<file path="config.mk">
export PLATFORM = sky130hd
export DESIGN_NAME = mult_div_unit
export DESIGN_NICKNAME = d
export VERILOG_FILES = /design/src/rtl/mult_div_unit.sv
export SDC_FILE = /design/constraint.sdc
export NUM_CORES = 1
export LEC_CHECK = 0
export CAP_MARGIN = 20
export CORE_MARGIN = 2
export CORE_UTILIZATION = 55
export CTS_CLUSTER_SIZE = 10
export DETAILED_ROUTE_END_ITERATION = 6
export PLACE_DENSITY = 0.8
export SLEW_MARGIN = 20
export SYNTH_ARGS = -nofsm -noshare
export SYNTH_HDL_FRONTEND = slang
export SYNTH_SLANG_ARGS = --single-unit
export TNS_END_PERCENT = 1
</file>
<file path="constraint.sdc">
create_clock -name clk -period 9 [get_ports clk]
set_input_delay 2.25 -clock clk [delete_from_list [all_inputs] [get_ports clk]]
set_output_delay 2.25 -clock clk [all_outputs]
set_load 0.03 [all_outputs]
</file>
<file path="src/rtl/mult_div_unit.sv">
`default_nettype none
// ============================================================================
// Module   : mult_div_unit
// Purpose  : 32-bit signed multiply/divide unit (radix-2 Booth multiply,
//            restoring divide) sharing a single adder/subtractor.
// Revision : 1.0  initial release
// ============================================================================
module mult_div_unit (
  input  logic        clk,
  input  logic        reset,
  input  logic        start,
  input  logic        op,
  input  logic [31:0] a,
  input  logic [31:0] b,
  output logic        busy,
  output logic        done,
  output logic [31:0] hi,
  output logic [31:0] lo,
  output logic        div_zero
);

  localparam logic [4:0] LAST_ITER = 5'd31;

  typedef enum logic [1:0] {
    IDLE = 2'd0,
    RUN  = 2'd1,
    DONE = 2'd2
  } state_t;

  state_t      state;
  state_t      state_nxt;
  logic [4:0]  count;
  logic        op_q;
  logic [32:0] acc;        // Booth accumulator or partial remainder
  logic [31:0] shreg;      // multiplier bits or quotient bits
  logic [31:0] mcand;      // multiplicand or divisor magnitude
  logic        qm1;
  logic        neg_q;
  logic        neg_r;

  logic [32:0] add_x;
  logic [32:0] add_y;
  logic        add_cin;
  logic [32:0] sum;
  logic [32:0] acc_nxt;
  logic [31:0] shreg_nxt;
  logic        qm1_nxt;
  logic [31:0] quo_fin;
  logic [31:0] rem_fin;
  logic [31:0] abs_a;
  logic [31:0] abs_b;
  logic        div_by_zero;

  assign abs_a       = a[31] ? (~a + 32'd1) : a;
  assign abs_b       = b[31] ? (~b + 32'd1) : b;
  assign div_by_zero = op && (b == 32'd0);

  assign busy = (state != IDLE);
  assign done = (state == DONE);

  // Single shared 33-bit adder: Booth add/sub for MULT, trial subtract for DIV.
  always_comb begin
    add_x     = acc;
    add_y     = 33'd0;
    add_cin   = 1'b0;
    acc_nxt   = acc;
    shreg_nxt = shreg;
    qm1_nxt   = qm1;
    if (op_q) begin
      add_x   = {acc[31:0], shreg[31]};
      add_y   = ~{1'b0, mcand};
      add_cin = 1'b1;
    end else if (shreg[0] && !qm1) begin
      add_y   = ~{mcand[31], mcand};
      add_cin = 1'b1;
    end else if (!shreg[0] && qm1) begin
      add_y   = {mcand[31], mcand};
    end
    sum = add_x + add_y + {32'd0, add_cin};
    if (op_q) begin
      qm1_nxt = 1'b0;
      if (!sum[32]) begin
        acc_nxt   = sum;
        shreg_nxt = {shreg[30:0], 1'b1};
      end else begin
        acc_nxt   = add_x;
        shreg_nxt = {shreg[30:0], 1'b0};
      end
    end else begin
      acc_nxt   = {sum[32], sum[32:1]};
      shreg_nxt = {sum[0], shreg[31:1]};
      qm1_nxt   = shreg[0];
    end
  end

  // Division runs on magnitudes; signs are restored when results are written.
  assign quo_fin = neg_q ? (~shreg_nxt + 32'd1) : shreg_nxt;
  assign rem_fin = neg_r ? (~acc_nxt[31:0] + 32'd1) : acc_nxt[31:0];

  always_comb begin
    state_nxt = state;
    case (state)
      IDLE: if (start) state_nxt = div_by_zero ? DONE : RUN;
      RUN:  if (count == LAST_ITER) state_nxt = DONE;
      DONE: state_nxt = IDLE;
      default: state_nxt = IDLE;
    endcase
  end

  always_ff @(posedge clk or negedge reset) begin
    if (!reset) state <= IDLE;
    else        state <= state_nxt;
  end

  always_ff @(posedge clk or negedge reset) begin
    if (!reset) begin
      count    <= 5'd0;
      op_q     <= 1'b0;
      acc      <= 33'd0;
      shreg    <= 32'd0;
      mcand    <= 32'd0;
      qm1      <= 1'b0;
      neg_q    <= 1'b0;
      neg_r    <= 1'b0;
      hi       <= 32'd0;
      lo       <= 32'd0;
      div_zero <= 1'b0;
    end else begin
      case (state)
        IDLE: begin
          if (start) begin
            count    <= 5'd0;
            div_zero <= div_by_zero;
            if (!div_by_zero) begin
              op_q  <= op;
              acc   <= 33'd0;
              qm1   <= 1'b0;
              shreg <= op ? abs_a : a;
              mcand <= op ? abs_b : b;
              neg_q <= a[31] ^ b[31];
              neg_r <= a[31];
            end
          end
        end
        RUN: begin
          acc   <= acc_nxt;
          shreg <= shreg_nxt;
          qm1   <= qm1_nxt;
          count <= count + 5'd1;
          if (count == LAST_ITER) begin
            if (op_q) begin
              hi <= rem_fin;
              lo <= quo_fin;
            end else begin
              hi <= acc_nxt[31:0];
              lo <= shreg_nxt;
            end
          end
        end
        default: ;
      endcase
    end
  end

endmodule
`default_nettype wire

</file>
==> results.json, run 1 <==
{
  "yosys-top-cells-area": "dfrtp_1, o21ai_0, nand2_1, a21oi_1, xnor2_1",
  "cts_buffer_depth": 2,
  "hold_class": "reg -> reg",
  "worst_pin_slew_ps": 1100,
  "cts_sinks": 173,
  "most-common-layout-cells": "nand2_1, o21ai_0, dfrtp_1",
  "num_antenna_cells": 0,
  "drcViolationCount": 0,
  "ys_seq_elements": 173,
  "status": "finished clean",
  "cp_slowest_stage_delay_ps": 530,
  "clock.fmax_mhz": 146,
  "ant_nets": 0,
  "async_reset_ff_share_pct": 100,
  "cts_resized": 0,
  "cts_tree": "yes",
  "layout_commonest_cell": "nand2_1",
  "finalSetupViolCount": 0,
  "ctsHoldBuffers": 0,
  "dr.pass1.iters": 7,
  "finalClockSkew_ps": 19.1,
  "endpoint_kind": "register",
  "post_drt_wl_per_cell_um": 20.2,
  "finalHoldViolations": 0,
  "die_h_um": 162,
  "ys_seq_area_share_pct": 31.5,
  "period_needed_ps": 6850,
  "postSynthCellCount": 1712,
  "syn_area_per_cell_um2": 8.02,
  "port-buffer-count": 134,
  "drt-initial-drc-count": 1667,
  "postCtsSetupBuffers": 0,
  "grt_first_pass_wirelength_mm": 67.6,
  "hold_depth": 2,
  "hpwl_mm": 31.9,
  "grt_antenna_before_repair": 0,
  "max_slew_margin_pct": 26.4,
  "drive_gt1_share_pct": 7.65,
  "numCtsBuffers": 17,
  "die_area_mm2": 0.0262,
  "htreeDepth": 4,
  "die_x_um": 162,
  "core.rowCount": 57,
  "crit_required_ps": 9330,
  "syn2layout_area_growth_pct": 15.1,
  "yosys_warnings": 0,
  "synth_edf_count": 0,
  "drt-total-wl_mm": 42.7,
  "cts_root_buf": "clkbuf_16",
  "maxCapViolations": 0,
  "regToRegStartpoint": "op_q$_DFFE_PN0P_",
  "hold_start": "lo[3]$_DFFE_PN0P_",
  "rsz0062_at_grt": "no",
  "grt_pass1_vias": 12300,
  "hold_end": "lo[3]$_DFFE_PN0P_",
  "startpoint_type": "register",
  "yosysTopAreaCell": "dfrtp_1",
  "io_pins": 135,
  "nets": 1886,
  "slowest_stage": "o21ai_1",
  "period_share_pct": 76.1,
  "coreArea_mm2": 0.0244,
  "dr_total_vias": 13500,
  "synth.distinct_cells": 97,
  "clk_latency_ps": 450,
  "syn_nets": 1819,
  "grt_overflow": 0,
  "grt_max_degree": 167,
  "synth_top_area_share_pct": 31.5,
  "critical_path.cell_chain": "inv_1, buf_4, nand2_1, buf_4, nand2_1, o21ai_0, fa_1, inv_1, fa_1, a211oi_1, o21ai_1, o21a_1, o21ai_2, nand4_1, nand2_2, a21oi_1, ha_1, or3b_2, or2_2, nor3_1, a21oi_1, o311ai_0, xnor2_1, o21ai_0",
  "worstPathMaxFanout": 32,
  "rrSetupSlack_ps": 2150,
  "ys.flop_type": "dfrtp_1",
  "tns_ps": 0,
  "floorplan.initialDensity_pct": 56.3,
  "syn_area_mm2": 0.0137,
  "crit_arrival_ps": 7180,
  "reg2reg_depth": 24,
  "via_per_inst": 6.40,
  "critPathKind": "reg -> reg",
  "grt_usage_pct": 32.5,
  "reg2reg_to": "lo[30]$_DFFE_PN0P_",
  "finalMaxSlewViolations": 0,
  "cts.reportedPaths.clkPinSlew_ps": 90,
  "gp_congestion": 0.982
}
[per-layer routing]
metal	global-route usage [%]	routed length [um]
met3	5.21	3810
met4	10.7	1230
met5	0	0
met2	49.5	19100
met1	47.4	18500
[cell type report]
type	instances	area, um^2
well taps	324	405
clock inverters	15	203
repair buffers	145	1440
inverters	31	116
multi-input cells	1411	8880
flip-flops and latches	173	4330
fillers	2116	8590
clock buffers	17	425
[sequential cells by signal, summed over array words and instances (netlist names), 2 cells and up]
signal and count:
acc 33, count 5, hi 32, lo 32
mcand 32, shreg 32, state 2
[synthesized netlist by cell type (23+ instances only)]
master / instances
inv_1: 30
xnor2_1: 74
and3_1: 23
xor2_1: 58
o21ai_0: 199
a31oi_1: 30
dfrtp_1: 173
clkbuf_1: 62
mux2_2: 39
ha_1: 37
a21oi_1: 162
nor3_1: 32
mux2i_1: 39
nor2_1: 164
nand3_1: 26
nand2_1: 232
[worst max path at each step]
stage,start,end,slack (ps),depth (start not counted)
2_1_floorplan,op_q$_DFFE_PN0P_,lo[30]$_DFFE_PN0P_,1540,28
3_3_place_gp,op_q$_DFFE_PN0P_,lo[30]$_DFFE_PN0P_,2570,24
3_5_place_dp,op_q$_DFFE_PN0P_,lo[30]$_DFFE_PN0P_,2360,24
4_1_cts,op_q$_DFFE_PN0P_,lo[30]$_DFFE_PN0P_,2310,24
5_1_grt,op_q$_DFFE_PN0P_,lo[30]$_DFFE_PN0P_,1700,24
6_report,op_q$_DFFE_PN0P_,lo[30]$_DFFE_PN0P_,2150,24
[cell families after synthesis]
logic type / share of synthesized area, %
mux: 6.25
xor+xnor: 8.42
flops: 31.5
fa+ha+maj: 3.66
simple gates: 19.4
compound gates: 26.8
buf+inv: 3.93
[worst max-delay path: cells and delay by family, from the launching register on]
family          cells  cell delay, ps
fa+ha+maj           3             900
xor+xnor            1             160
simple gates        7            1930
flops               1             490
buf+inv             4            1150
compound gates      9            2070
[per-stage QoR]
step,cells,hold WS [ps],setup WS (ps),cell area [um^2],util [%]
5_1_grt,2116,501,1700,15800,64.8
4_1_cts,2116,481,2310,15800,64.8
2_1_floorplan,1712,449,1540,13700,-
3_5_place_dp,2084,460,2360,15200,62.2
3_3_place_gp,2084,453,2570,15200,62.2
6_report,2116,474,2150,15800,64.8
Power of run 1 is left out: the tool's default activity adds up to more than one toggle a clock period on the data nets, which glitch-free logic cannot reach.
==> inputs of run 2 (changes only) <==
CORE_UTILIZATION = 53   (was 55)
PLACE_DENSITY = 0.81   (was 0.8)
clock period = 6 ns   (was 9 ns; I/O delays follow)
==> run 2 against run 1 <==
Net effect: global-route usage decreased by 1.1 points; final cell count increased by 0.95%; utilization decreased by 1.8 points; clock-buffer cell count unchanged; worst setup slack got worse by 1800 ps; sequential share of layout area decreased by 0.27 points; final area increased by 0.99%; sequential cell count unchanged; non-clock buffer count increased by 14; highest routed layer unchanged; clock skew increased by 0.98 ps; fmax increased by 21%; hold slack improved by 3.9 ps.
==> results.json, run 2 (same netlist as run 1, synthesis figures left out) <==
{
  "cts_root_buf": "clkbuf_16",
  "cts_resized": 0,
  "cts.reportedPaths.clkPinSlew_ps": 80,
  "maxCapViolations": 0,
  "layout_commonest_cell": "nand2_1",
  "max_slew_margin_pct": 26.7,
  "wl_met3_mm": 4.52,
  "regToRegStartpoint": "op_q$_DFFE_PN0P_",
  "rsz0062_at_grt": "no",
  "hold_class": "reg -> reg",
  "htreeDepth": 4,
  "period_needed_ps": 5660,
  "clk_latency_ps": 460,
  "drt-total-wl_mm": 42.3,
  "cts_tree": "yes",
  "drt-initial-drc-count": 1617,
  "clock.fmax_mhz": 177,
  "maxUsedRoutingLayer": "met4",
  "drive_gt1_share_pct": 8.64,
  "dr.pass1.iters": 6,
  "worst_pin_slew_ps": 1100,
  "tns_ps": 0,
  "grt_antenna_before_repair": 0,
  "grt_overflow": 0,
  "floorplan.initialDensity_pct": 54.2,
  "cp_common_cell": "ha_1",
  "status": "finished clean",
  "critical_path.endpoint": "hi[30]$_DFFE_PN0P_",
  "hpwl_mm": 31.3,
  "dr_wl_met2_mm": 17.8,
  "crit_arrival_ps": 6030,
  "finalSetupViolCount": 0,
  "grt_first_pass_wirelength_mm": 67.0,
  "hold_depth": 1,
  "ctsHoldBuffers": 0,
  "startpoint_type": "register",
  "nFillCells": 2219,
  "syn2layout_area_growth_pct": 16.2,
  "critPathLaunch": "op_q$_DFFE_PN0P_",
  "reg2reg_depth": 17,
  "finalMaxSlewViolations": 0,
  "num_antenna_cells": 0,
  "crit_required_ps": 6370,
  "endpoint_kind": "register",
  "gp_congestion": 0.998,
  "slowest_stage": "buf_12",
  "post_drt_wl_per_cell_um": 19.8,
  "port-buffer-count": 134,
  "die_h_um": 165,
  "numCtsBuffers": 17,
  "grt_usage_pct": 31.4,
  "die_area_mm2": 0.0272,
  "cts_sinks": 173,
  "largest_register_ffs": 33,
  "drcViolationCount": 0,
  "finalHoldViolations": 0,
  "die_x_um": 165,
  "critical_path.cell_chain": "buf_12, mux2_2, ha_1, a21oi_2, o21ai_2, a211o_1, a221o_1, o21ai_4, nand2_1, o221ai_1, nor2b_1, ha_1, and2_1, nand3_2, or2_1, o311a_1, a31oi_1",
  "worstPathMaxFanout": 101,
  "finalClockSkew_ps": 20.1,
  "ant_nets": 0,
  "grt_pass1_vias": 12400,
  "critPathKind": "reg -> reg",
  "dr_total_vias": 13500,
  "rrSetupSlack_ps": 340,
  "largest-register": "acc",
  "postCtsSetupBuffers": 0,
  "period_share_pct": 94.3,
  "cp_slowest_stage_delay_ps": 440,
  "timing.hold.ws_ps": 478,
  "coreArea_mm2": 0.0253,
  "reg2reg_to": "hi[30]$_DFFE_PN0P_",
  "core.rowCount": 58,
  "grt_max_degree": 107,
  "nets": 1900,
  "wl_met1_mm": 19.1,
  "via_per_inst": 6.32,
  "io_pins": 135,
  "cts_buffer_depth": 2,
  "most-common-layout-cells": "nand2_1, o21ai_0, dfrtp_1"
}
[run 2: worst max-delay path, delay by kind of cell (launching register included)]
family | cells | cell delay, ps
buffers and inverters | 1 | 440
adder cells (fa/ha/maj) | 2 | 640
flip-flops | 1 | 430
AO/OA/AOI/OAI | 8 | 2340
multiplexers | 1 | 410
AND/OR/NAND/NOR | 5 | 1260
[run 2: cell type report]
class	instances	area (um^2)	share of cell area, %
clock inverter	15	178	1.11
clock buffer	17	425	2.67
inverter	31	116	0.729
tap	330	413	2.59
sequential	173	4330	27.2
multi-input combinational	1411	8920	55.9
timing repair buffer	159	1570	9.83
[run 2: metrics by stage]
| step | cell area [um^2] | util, % | instances | setup slack, ps |
|---|---|---|---|---|
| 2_1_floorplan | 13800 | - | 1712 | 9.92 |
| 3_3_place_gp | 15300 | 60.6 | 2104 | 716 |
| 3_5_place_dp | 15300 | 60.6 | 2104 | 549 |
| 4_1_cts | 16000 | 63.0 | 2136 | 511 |
| 5_1_grt | 16000 | 63.0 | 2136 | 131 |
| 6_report | 16000 | 63.0 | 2136 | 340 |
[run 2: routing by layer]
layer  vias up  global-route usage [%]
met2       763                    46.0
li1       6338                       -
met4         0                    8.62
met3        79                    6.43
met1      6320                    47.0
met5         -                       0
[run 2: worst min-delay path by stage]
stage / startpoint / endpoint / slack, ps
CTS: hi[11]$_DFFE_PN0P_ / hi[11]$_DFFE_PN0P_ / 480
global route: hi[11]$_DFFE_PN0P_ / hi[11]$_DFFE_PN0P_ / 490
global placement: hi[12]$_DFFE_PN0P_ / hi[12]$_DFFE_PN0P_ / 460
finish: hi[17]$_DFFE_PN0P_ / hi[17]$_DFFE_PN0P_ / 480
floorplan: count[3]$_DFFE_PN0P_ / count[3]$_DFFE_PN0P_ / 450
detailed placement: hi[11]$_DFFE_PN0P_ / hi[11]$_DFFE_PN0P_ / 470
Power of run 2 is left out for the same reason.
==> inputs of run 3 (changes only) <==
CORE_MARGIN = 5   (was 2)
HOLD_SLACK_MARGIN = 0.08   (was unset)
==> run 3 against run 2 <==
Net effect: clock skew is 3.4 ps lower; critical endpoint is now lo[30]$_DFFE_PN0P_; clock-buffer cell count stayed put; fmax is 0.24% higher; sequential cell count stayed put; final area is 0.64% higher; final cell count is 0.61% higher; critical path depth is 6 higher; via count is 0.83% higher; hold slack better by 7.9 ps; largest cell class unchanged; register-to-register slack hardly changed.
==> results.json, run 3 (same netlist as run 1, synthesis figures left out) <==
{
  "status": "finished clean",
  "utilization_pct": 62.3,
  "io_pins": 135,
  "finalSetupViolCount": 0,
  "ant_nets": 0,
  "via_per_inst": 6.33,
  "drive_gt1_share_pct": 9.10,
  "cp_slowest_stage_delay_ps": 490,
  "largest_register_ffs": 33,
  "post-place-ws_ps": 297,
  "clock.fmax_mhz": 177,
  "rrSetupSlack_ps": 350,
  "cts.reportedPaths.clkPinSlew_ps": 80,
  "drt-total-wl_mm": 43.4,
  "htreeDepth": 4,
  "worstPathMaxFanout": 33,
  "critical_path.cell_chain": "inv_1, buf_4, o21ai_2, buf_4, o21ai_0, fa_1, inv_1, fa_1, a211oi_2, o21ai_2, o21a_1, o21ai_4, a21o_1, nand2_2, a21oi_2, ha_1, or3b_2, or2_2, nor3_4, a21oi_1, o311ai_1, xnor2_1, o21ai_0",
  "tns_ps": 0,
  "largest-register": "acc",
  "dr.pass1.iters": 6,
  "crit_arrival_ps": 5940,
  "dr_total_vias": 13600,
  "drcViolationCount": 0,
  "die_h_um": 171,
  "hold_start": "lo[25]$_DFFE_PN0P_",
  "crit_required_ps": 6290,
  "hpwl_mm": 32.4,
  "gp_congestion": 0.997,
  "num_antenna_cells": 0,
  "cts_sinks": 173,
  "numCtsBuffers": 17,
  "max_slew_margin_pct": 35.2,
  "finalHoldViolations": 0,
  "cts_root_buf": "clkbuf_16",
  "grt_first_pass_wirelength_mm": 68.1,
  "grt_overflow": 0,
  "final.setup.worst_slack_ps": 354,
  "reg2reg_to": "lo[30]$_DFFE_PN0P_",
  "worst_pin_slew_ps": 972,
  "floorplan.initialDensity_pct": 53.3,
  "rsz0062_at_grt": "no",
  "nets": 1908,
  "grt_usage_pct": 29.2,
  "endpoint_kind": "register",
  "hold_end": "lo[25]$_DFFE_PN0P_",
  "grt_pass1_vias": 12700,
  "regToRegStartpoint": "op_q$_DFFE_PN0P_",
  "port-buffer-count": 134,
  "die_x_um": 171,
  "period_share_pct": 94.1,
  "post_drt_wl_per_cell_um": 20.2,
  "slowest_stage": "dfrtp_4",
  "maxCapViolations": 0,
  "cts_buffer_depth": 2,
  "die_area_mm2": 0.0292,
  "startpoint_type": "register",
  "most-common-layout-cells": "nand2_1, o21ai_0, dfrtp_1",
  "grt_antenna_before_repair": 0,
  "finalClockSkew_ps": 16.6,
  "syn2layout_area_growth_pct": 17.0,
  "clk_latency_ps": 440,
  "period_needed_ps": 5650,
  "hold_class": "reg -> reg",
  "core.rowCount": 59,
  "hold_depth": 2,
  "cts_tree": "yes",
  "critPathKind": "reg -> reg",
  "drt-initial-drc-count": 1791,
  "layout_commonest_cell": "nand2_1",
  "path_delay_family": "compound AO/OA/AOI/OAI gates",
  "finalMaxSlewViolations": 0,
  "reg2reg_depth": 23,
  "critPathBufInv": 4,
  "grt_max_degree": 174,
  "coreArea_mm2": 0.0258
}
[run 3: timing repair]
| item | CTS | global route |
|---|---|---|
| resized for setup | 0 | 2 |
| endpoints found under the setup margin | 0 | 12 |
| setup buffers | 0 | 6 |
| hold buffers | 0 | 0 |
[run 3: per-layer routing]
metal  part of all wire, %  global-route usage (%)  wire length [um]  vias to the layer above
met5                     0                       0                 0                        -
met4                   3.3                    9.40              1430                        0
met3                   9.5                    6.28              4120                      109
met2                    43                    43.9             18900                      701
met1                    44                    42.0             19000                     6447
li1                      -                       -                 -                     6355
[run 3: worst reg2reg max path, delay by kind of cell, from the launching register on]
| kind | cells | cell delay, ps |
|---|---|---|
| AO/OA/AOI/OAI | 11 | 2190 |
| XOR/XNOR | 1 | 150 |
| adder cells (fa/ha/maj) | 3 | 890 |
| buffers and inverters | 4 | 570 |
| flip-flops | 1 | 490 |
| AND/OR/NAND/NOR | 4 | 1220 |
[run 3: worst max-delay path by stage]
stage	from	slack, ps	cells past startpoint	end
2_1_floorplan	op_q$_DFFE_PN0P_	10	27	lo[30]$_DFFE_PN0P_
3_3_place_gp	shreg[0]$_DFFE_PN0P_	460	19	hi[30]$_DFFE_PN0P_
3_5_place_dp	qm1$_DFFE_PN0P_	300	23	lo[30]$_DFFE_PN0P_
4_1_cts	qm1$_DFFE_PN0P_	250	23	lo[30]$_DFFE_PN0P_
5_1_grt	op_q$_DFFE_PN0P_	30	23	lo[30]$_DFFE_PN0P_
6_report	op_q$_DFFE_PN0P_	350	23	lo[30]$_DFFE_PN0P_
[run 3: stage by stage]
| stage | std cells | hold WS [ps] | cell area [um^2] |
|---|---|---|---|
| after floorplan | 1712 | 449 | 13800 |
| after global placement | 2111 | 453 | 15400 |
| after global routing | 2149 | 504 | 16100 |
| after CTS | 2143 | 486 | 16000 |
| final | 2149 | 486 | 16100 |
| after detailed placement | 2111 | 459 | 15400 |
[run 3: area by class of cell]
type,instances,area [um^2]
multi-input combinational,1411,8930
clock buffer,17,425
tap,335,419
clock inverter,15,204
fill,2254,9710
inverter,31,116
sequential,173,4330
timing repair buffer,167,1630
Power of run 3 is left out for the same reason.
